<file path="src/rtl/cam_result_collector.sv">
// ============================================================================
// Module      : cam_result_collector
// Description : Tracks one outstanding CAM search, acknowledges captured hits
//               and queues hit/miss records in a FWFT valid/ready FIFO.
// Revision    : 1.0 - initial release
// ============================================================================
`default_nettype none

module cam_result_collector #(
    parameter int CAM_DW  = 32,
    parameter int CAM_AW  = 8,
    parameter int DEPTH   = 4,
    parameter int TIMEOUT = 20
) (
    input  logic              clk,
    input  logic              rst,
    input  logic              srch_req,
    input  logic              cam_hit,
    input  logic [CAM_AW-1:0] cam_addr,
    input  logic [CAM_DW-1:0] cam_data,
    output logic              cam_ack,
    output logic              busy,
    output logic              res_valid,
    input  logic              res_ready,
    output logic              res_hit,
    output logic [CAM_AW-1:0] res_addr,
    output logic [CAM_DW-1:0] res_data,
    output logic [15:0]       hit_cnt,
    output logic [15:0]       miss_cnt,
    output logic              overflow
);

    localparam int PW = $clog2(DEPTH);
    localparam int CW = PW + 1;
    localparam int TW = (TIMEOUT <= 2) ? 1 : $clog2(TIMEOUT);

    typedef enum logic [1:0] {
        ST_IDLE = 2'd0,
        ST_WAIT = 2'd1,
        ST_ACK  = 2'd2
    } state_t;

    state_t            r_state;
    state_t            w_state_next;
    logic [TW-1:0]     r_timer;
    logic [TW-1:0]     w_timer_next;
    logic              r_cam_ack;
    logic              w_ack_next;

    logic              w_push;
    logic              w_push_hit;
    logic [CAM_AW-1:0] w_push_addr;
    logic [CAM_DW-1:0] w_push_data;
    logic              w_drop;
    logic              w_pop;
    logic              w_full;

    logic              r_mem_hit  [DEPTH];
    logic [CAM_AW-1:0] r_mem_addr [DEPTH];
    logic [CAM_DW-1:0] r_mem_data [DEPTH];
    logic [PW-1:0]     r_wr_ptr;
    logic [PW-1:0]     r_rd_ptr;
    logic [CW-1:0]     r_count;
    logic [15:0]       r_hit_cnt;
    logic [15:0]       r_miss_cnt;
    logic              r_overflow;

    // Full comes from the registered count, so a same-cycle pop never frees a slot.
    assign w_full = (r_count == CW'(DEPTH));
    assign w_pop  = res_valid & res_ready;

    always_comb begin
        w_state_next = r_state;
        w_timer_next = r_timer;
        w_push       = 1'b0;
        w_push_hit   = 1'b0;
        w_push_addr  = '0;
        w_push_data  = '0;
        w_drop       = 1'b0;
        w_ack_next   = 1'b0;
        case (r_state)
            ST_IDLE: begin
                if (srch_req) begin
                    w_state_next = ST_WAIT;
                    w_timer_next = '0;
                end
            end
            ST_WAIT: begin
                if (cam_hit) begin
                    // A hit against a full FIFO is held off, timer frozen, CAM not acked.
                    if (!w_full) begin
                        w_push       = 1'b1;
                        w_push_hit   = 1'b1;
                        w_push_addr  = cam_addr;
                        w_push_data  = cam_data;
                        w_ack_next   = 1'b1;
                        w_state_next = ST_ACK;
                    end
                end else if (r_timer == TW'(TIMEOUT - 1)) begin
                    w_push       = !w_full;
                    w_drop       = w_full;
                    w_state_next = ST_IDLE;
                end else begin
                    w_timer_next = r_timer + TW'(1);
                end
            end
            ST_ACK: begin
                w_state_next = ST_IDLE;
            end
            default: begin
                w_state_next = ST_IDLE;
            end
        endcase
    end

    always_ff @(posedge clk) begin
        if (rst) begin
            r_state   <= ST_IDLE;
            r_timer   <= '0;
            r_cam_ack <= 1'b0;
        end else begin
            r_state   <= w_state_next;
            r_timer   <= w_timer_next;
            r_cam_ack <= w_ack_next;
        end
    end

    always_ff @(posedge clk) begin
        if (rst) begin
            for (int i = 0; i < DEPTH; i++) begin
                r_mem_hit[i]  <= 1'b0;
                r_mem_addr[i] <= '0;
                r_mem_data[i] <= '0;
            end
            r_wr_ptr <= '0;
            r_rd_ptr <= '0;
            r_count  <= '0;
        end else begin
            if (w_push) begin
                r_mem_hit[r_wr_ptr]  <= w_push_hit;
                r_mem_addr[r_wr_ptr] <= w_push_addr;
                r_mem_data[r_wr_ptr] <= w_push_data;
                r_wr_ptr             <= r_wr_ptr + PW'(1);
            end
            if (w_pop) begin
                r_rd_ptr <= r_rd_ptr + PW'(1);
            end
            case ({w_push, w_pop})
                2'b10:   r_count <= r_count + CW'(1);
                2'b01:   r_count <= r_count - CW'(1);
                default: r_count <= r_count;
            endcase
        end
    end

    always_ff @(posedge clk) begin
        if (rst) begin
            r_hit_cnt  <= '0;
            r_miss_cnt <= '0;
            r_overflow <= 1'b0;
        end else begin
            if (w_push && w_push_hit && (r_hit_cnt != 16'hFFFF)) begin
                r_hit_cnt <= r_hit_cnt + 16'd1;
            end
            if (w_push && !w_push_hit && (r_miss_cnt != 16'hFFFF)) begin
                r_miss_cnt <= r_miss_cnt + 16'd1;
            end
            if (w_drop) begin
                r_overflow <= 1'b1;
            end
        end
    end

    assign cam_ack   = r_cam_ack;
    assign busy      = (r_state != ST_IDLE);
    assign res_valid = (r_count != '0);
    assign res_hit   = r_mem_hit[r_rd_ptr];
    assign res_addr  = r_mem_addr[r_rd_ptr];
    assign res_data  = r_mem_data[r_rd_ptr];
    assign hit_cnt   = r_hit_cnt;
    assign miss_cnt  = r_miss_cnt;
    assign overflow  = r_overflow;

endmodule

`default_nettype wire
</file>
<file path="config.mk">
export PLATFORM = sky130hd
export DESIGN_NAME = cam_result_collector
export DESIGN_NICKNAME = d
export VERILOG_FILES = /design/src/rtl/cam_result_collector.sv
export SDC_FILE = /design/constraint.sdc
export NUM_CORES = 1
export LEC_CHECK = 0
export BUFFER_PORTS_ARGS = -buffer_cell sky130_fd_sc_hd__buf_2
export CAP_MARGIN = 10
export CORE_MARGIN = 2
export CORE_UTILIZATION = 40
export CTS_CLUSTER_DIAMETER = 80
export DETAILED_ROUTE_END_ITERATION = 16
export GPL_TIMING_DRIVEN = 0
export HOLD_SLACK_MARGIN = 0.02
export PLACE_DENSITY = 0.59
export REMOVE_ABC_BUFFERS = 1
export SLEW_MARGIN = 15
export SYNTH_ARGS = -nofsm -noshare
export SYNTH_HDL_FRONTEND = slang
export SYNTH_SLANG_ARGS = --single-unit
</file>
<file path="constraint.sdc">
create_clock -name clk -period 4 [get_ports clk]
set_input_delay 0 -clock clk [delete_from_list [all_inputs] [get_ports clk]]
set_output_delay 0 -clock clk [all_outputs]
set_load 0.02 [all_outputs]
</file>
==> results by group <==
Run status
  – Status: complete, no violations

Worst setup path
  – Worst R2R Start: r_timer[0]
  – Critical Path Source Type: flop
  – CP max FO: 22
  – R2r setup slk: 1.07 ns
  – R2R Path End: r_mem_data[1][10]
  – Setup CP Type: flop to flop
  – Crit path capture type: flop
  – WP data required: 4.19 ns
  – Arr. time, crit path: roughly 3.1 ns
  – R2R depth: 6

Synth
  – Leading post-synthesis cells by cell area: edfxtp_1 (52%), and2_1 (11%), dfxtp_1 (11%), mux4_2 (9.8%), xor2_1 (2.8%)
  – Synth warnings: 0
  – Post-synth EDFFs: 164
  – Top cell type's share of synthesized area: 52.3%
  – Synth Register Bits: approximately 210
  – Top cell type by total area after synthesis: edfxtp_1
  – Asr flop ratio synth: 0%
  – Sequential share of the synthesized area: 62.9%
  – Post-synthesis cell count: 665
  – Avg Cell Area, Syn: 14.2 µm²
  – Syn Std Cell Area: 9420 µm²
  – Synth Flop Type: edfxtp_1
  – Yosys cell types: 61

Die
  – Core footprint: 23300 µm²
  – Die Span X: around 160 µm
  – Die ar.: 24800 µm²
  – Starting Density: roughly two fifths
  – Die height: 157 µm
  – Number of core rows: 56
  – Io pins: 122

GRT
  – First-pass GRT wire length: 32.5 mm
  – Global routing's busiest layer: met2
  – Largest net degree at the start of global routing: 52
  – Grt ovf: 0
  – Met1 Use GR: 22.3%
  – Vias in the first global route: 6116
  – Met2 Resource Use GR: 29.0%
  – Met3 Usage GRT: under 10%
  – Global Route Usage Sum: 16.8%
  – Initial antenna violation count: 0

Timing
  – Fmax: 342 MHz
  – Fin. Hold Viols: 0
  – Final Critical Period: 2.93 ns
  – Fin Hold WS: 0.135 ns
  – Final slew viol count: 0
  – Finish-stage setup viols: 0
  – Slew HR: 30.4%
  – Worst-margin pin slew: 1.04 ns
  – Skew final: approximately 0.008 ns
  – RSZ-0062 raised after global routing: no
  – Tcrit/Tclk final: 73.2%

Clock tree
  – Clock Latency Late Sink: 0.50 ns
  – Num CTS Buffers: 24
  – CTS tree: done
  – H-tree depth: 1
  – Worst-path clk slew: around 0.060 ns
  – CTS Root Cell: clkbuf_16
  – Clock tree buffer depth: 3
  – Clock sinks: 214
  – Post-CTS sizing: 0

Worst hold path
  – WHS Path Cells: 2
  – Worst-case hold path end point: miss_cnt[0]
  – Hold Path Class: input port to flop
  – Hold wc startpoint: rst

Power
  – PD cells: 469 nW/µm²
  – Leakage: about 0.0045 µW
  – Peak supply drop: 0.333 mV

Routing
  – 1st-iter DRT viols: 367
  – Post-DRT Antenna Nets: 0
  – Via/cell ratio: 5.03
  – DR pass1 iterations: 4
  – Drt drc: 0
  – Wirelength per Cell: between 15 and 20 µm
  – Vias: between 5000 and 6000
  – Post-Route WL: 20.5 mm

Layout
  – Layout Nets: approximately 900
  – Layout cells sized above 1: 26.7%
  – Area growth syn-to-layout: 25.0%
  – Diode count: 0
  – Non-filler cells, final: 1163
  – Finished Cell Area: 11800 µm²
  – Most frequent cells in the layout: edfxtp_1 (164), and2_1 (162), buf_2 (121)
  – Commonest non-fill, non-tap cell in the layout: edfxtp_1

Place
  – Placed Area: 10500 µm²
  – IO buf count: 121
  – Routability cong.: 0.814
  – Dpl cells: 1078
  – DP Wirelength: roughly 12 mm

Job
  – Max-cap violations: 0
## flip-flops by register name (all words and copies together), names as in the netlist, named ones only
register	count
cam_ack	1
hit_cnt	16
miss_cnt	16
overflow	1
r_count	3
r_mem_addr	32
r_mem_data	128
r_mem_hit	4
r_rd_ptr	2
r_state	2
r_timer	5
r_wr_ptr	2
## through the flow
step           setup WS (ns)  util (%)  TNS [ns]  total power [µW]
2_1_floorplan          0.291         -         0              3070
3_3_place_gp           -1.72      44.1   -139.84              3320
3_5_place_dp            1.06      45.3         0              3340
4_1_cts                 1.03      50.6         0              5590
5_1_grt                0.866      50.6         0              5740
6_report                1.07      50.6         0              5520
## what timing repair did
item | CTS | global route
hold endpoints to repair | 169 | 0
hold buffers | 43 | 0
setup buffers | 0 | 0
## Yosys cell counts (3+ instances only)
cell type / count
buf_1: 6
clkbuf_2: 3
and4_1: 3
nand3_1: 15
mux4_2: 41
nand4_1: 13
nor3_1: 5
o2111ai_1: 3
xor2_1: 30
nand2_1: 7
and2_1: 162
edfxtp_1: 164
xnor2_1: 3
buf_2: 11
o211ai_1: 3
a21oi_1: 4
and3_1: 7
o21bai_1: 5
inv_1: 8
nor4_1: 3
nand2b_1: 4
o21ai_0: 3
nor2_1: 51
ha_1: 4
or3_1: 3
dfxtp_1: 50
clkbuf_1: 14
## layout make-up
cell class | instances | area (µm²)
timing repair buffer | 174 | 1270
inverter | 8 | 30.0
tap | 319 | 399
multi-input combinational | 406 | 3340
clock inverter | 8 | 85.1
clock buffer | 34 | 722
fill | 2020 | 11500
sequential | 214 | 5930
## where the power goes
part | total (µW) | internal (µW) | switching (µW)
Sequential | 2560 | 2490 | 76.6
Clock | 2210 | 1380 | 835
Combinational | 751 | 357 | 395
## metal layers
metal	vias up	wire, µm	part of all wire, %
li1	2756	-	-
met1	2919	9020	44
met2	146	10100	49
met3	34	1030	5.0
met4	0	340	1.7
met5	-	0	0
## worst max-delay path, cell delays in order, from the launching register on
cell and delay [ns]:
dfxtp_1 0.38, ha_1 0.24, nor4bb_1 0.54, o211a_1 0.35, nand2_1 0.16, o21bai_4 0.65
buf_12 0.28
## worst max-delay path by stage
| stage | depth (start not counted) | startpoint | end |
|---|---|---|---|
| after floorplan | 5 | r_timer[0] | r_mem_addr[1][0] |
| after global placement | 5 | r_timer[0] | r_mem_data[2][14] |
| after detailed placement | 6 | r_timer[1] | r_mem_data[1][22] |
| after CTS | 6 | r_timer[0] | r_mem_data[1][22] |
| after global routing | 6 | r_timer[0] | r_mem_data[1][22] |
| final | 6 | r_timer[0] | r_mem_data[1][10] |
## kinds of logic (layout without fill, tap and decap cells)
family,Yosys count,in the layout,share of synthesized area (%)
AND/OR/NAND/NOR,294,294,18.7
adder cells (fa/ha/maj),5,5,0.744
multiplexers,44,44,10.1
AO/OA/AOI/OAI,30,30,2.32
flip-flops,214,214,62.9
XOR/XNOR,33,33,3.07
buffers and inverters,45,224,2.14
Note: power is estimated with default switching activity, not from simulation.
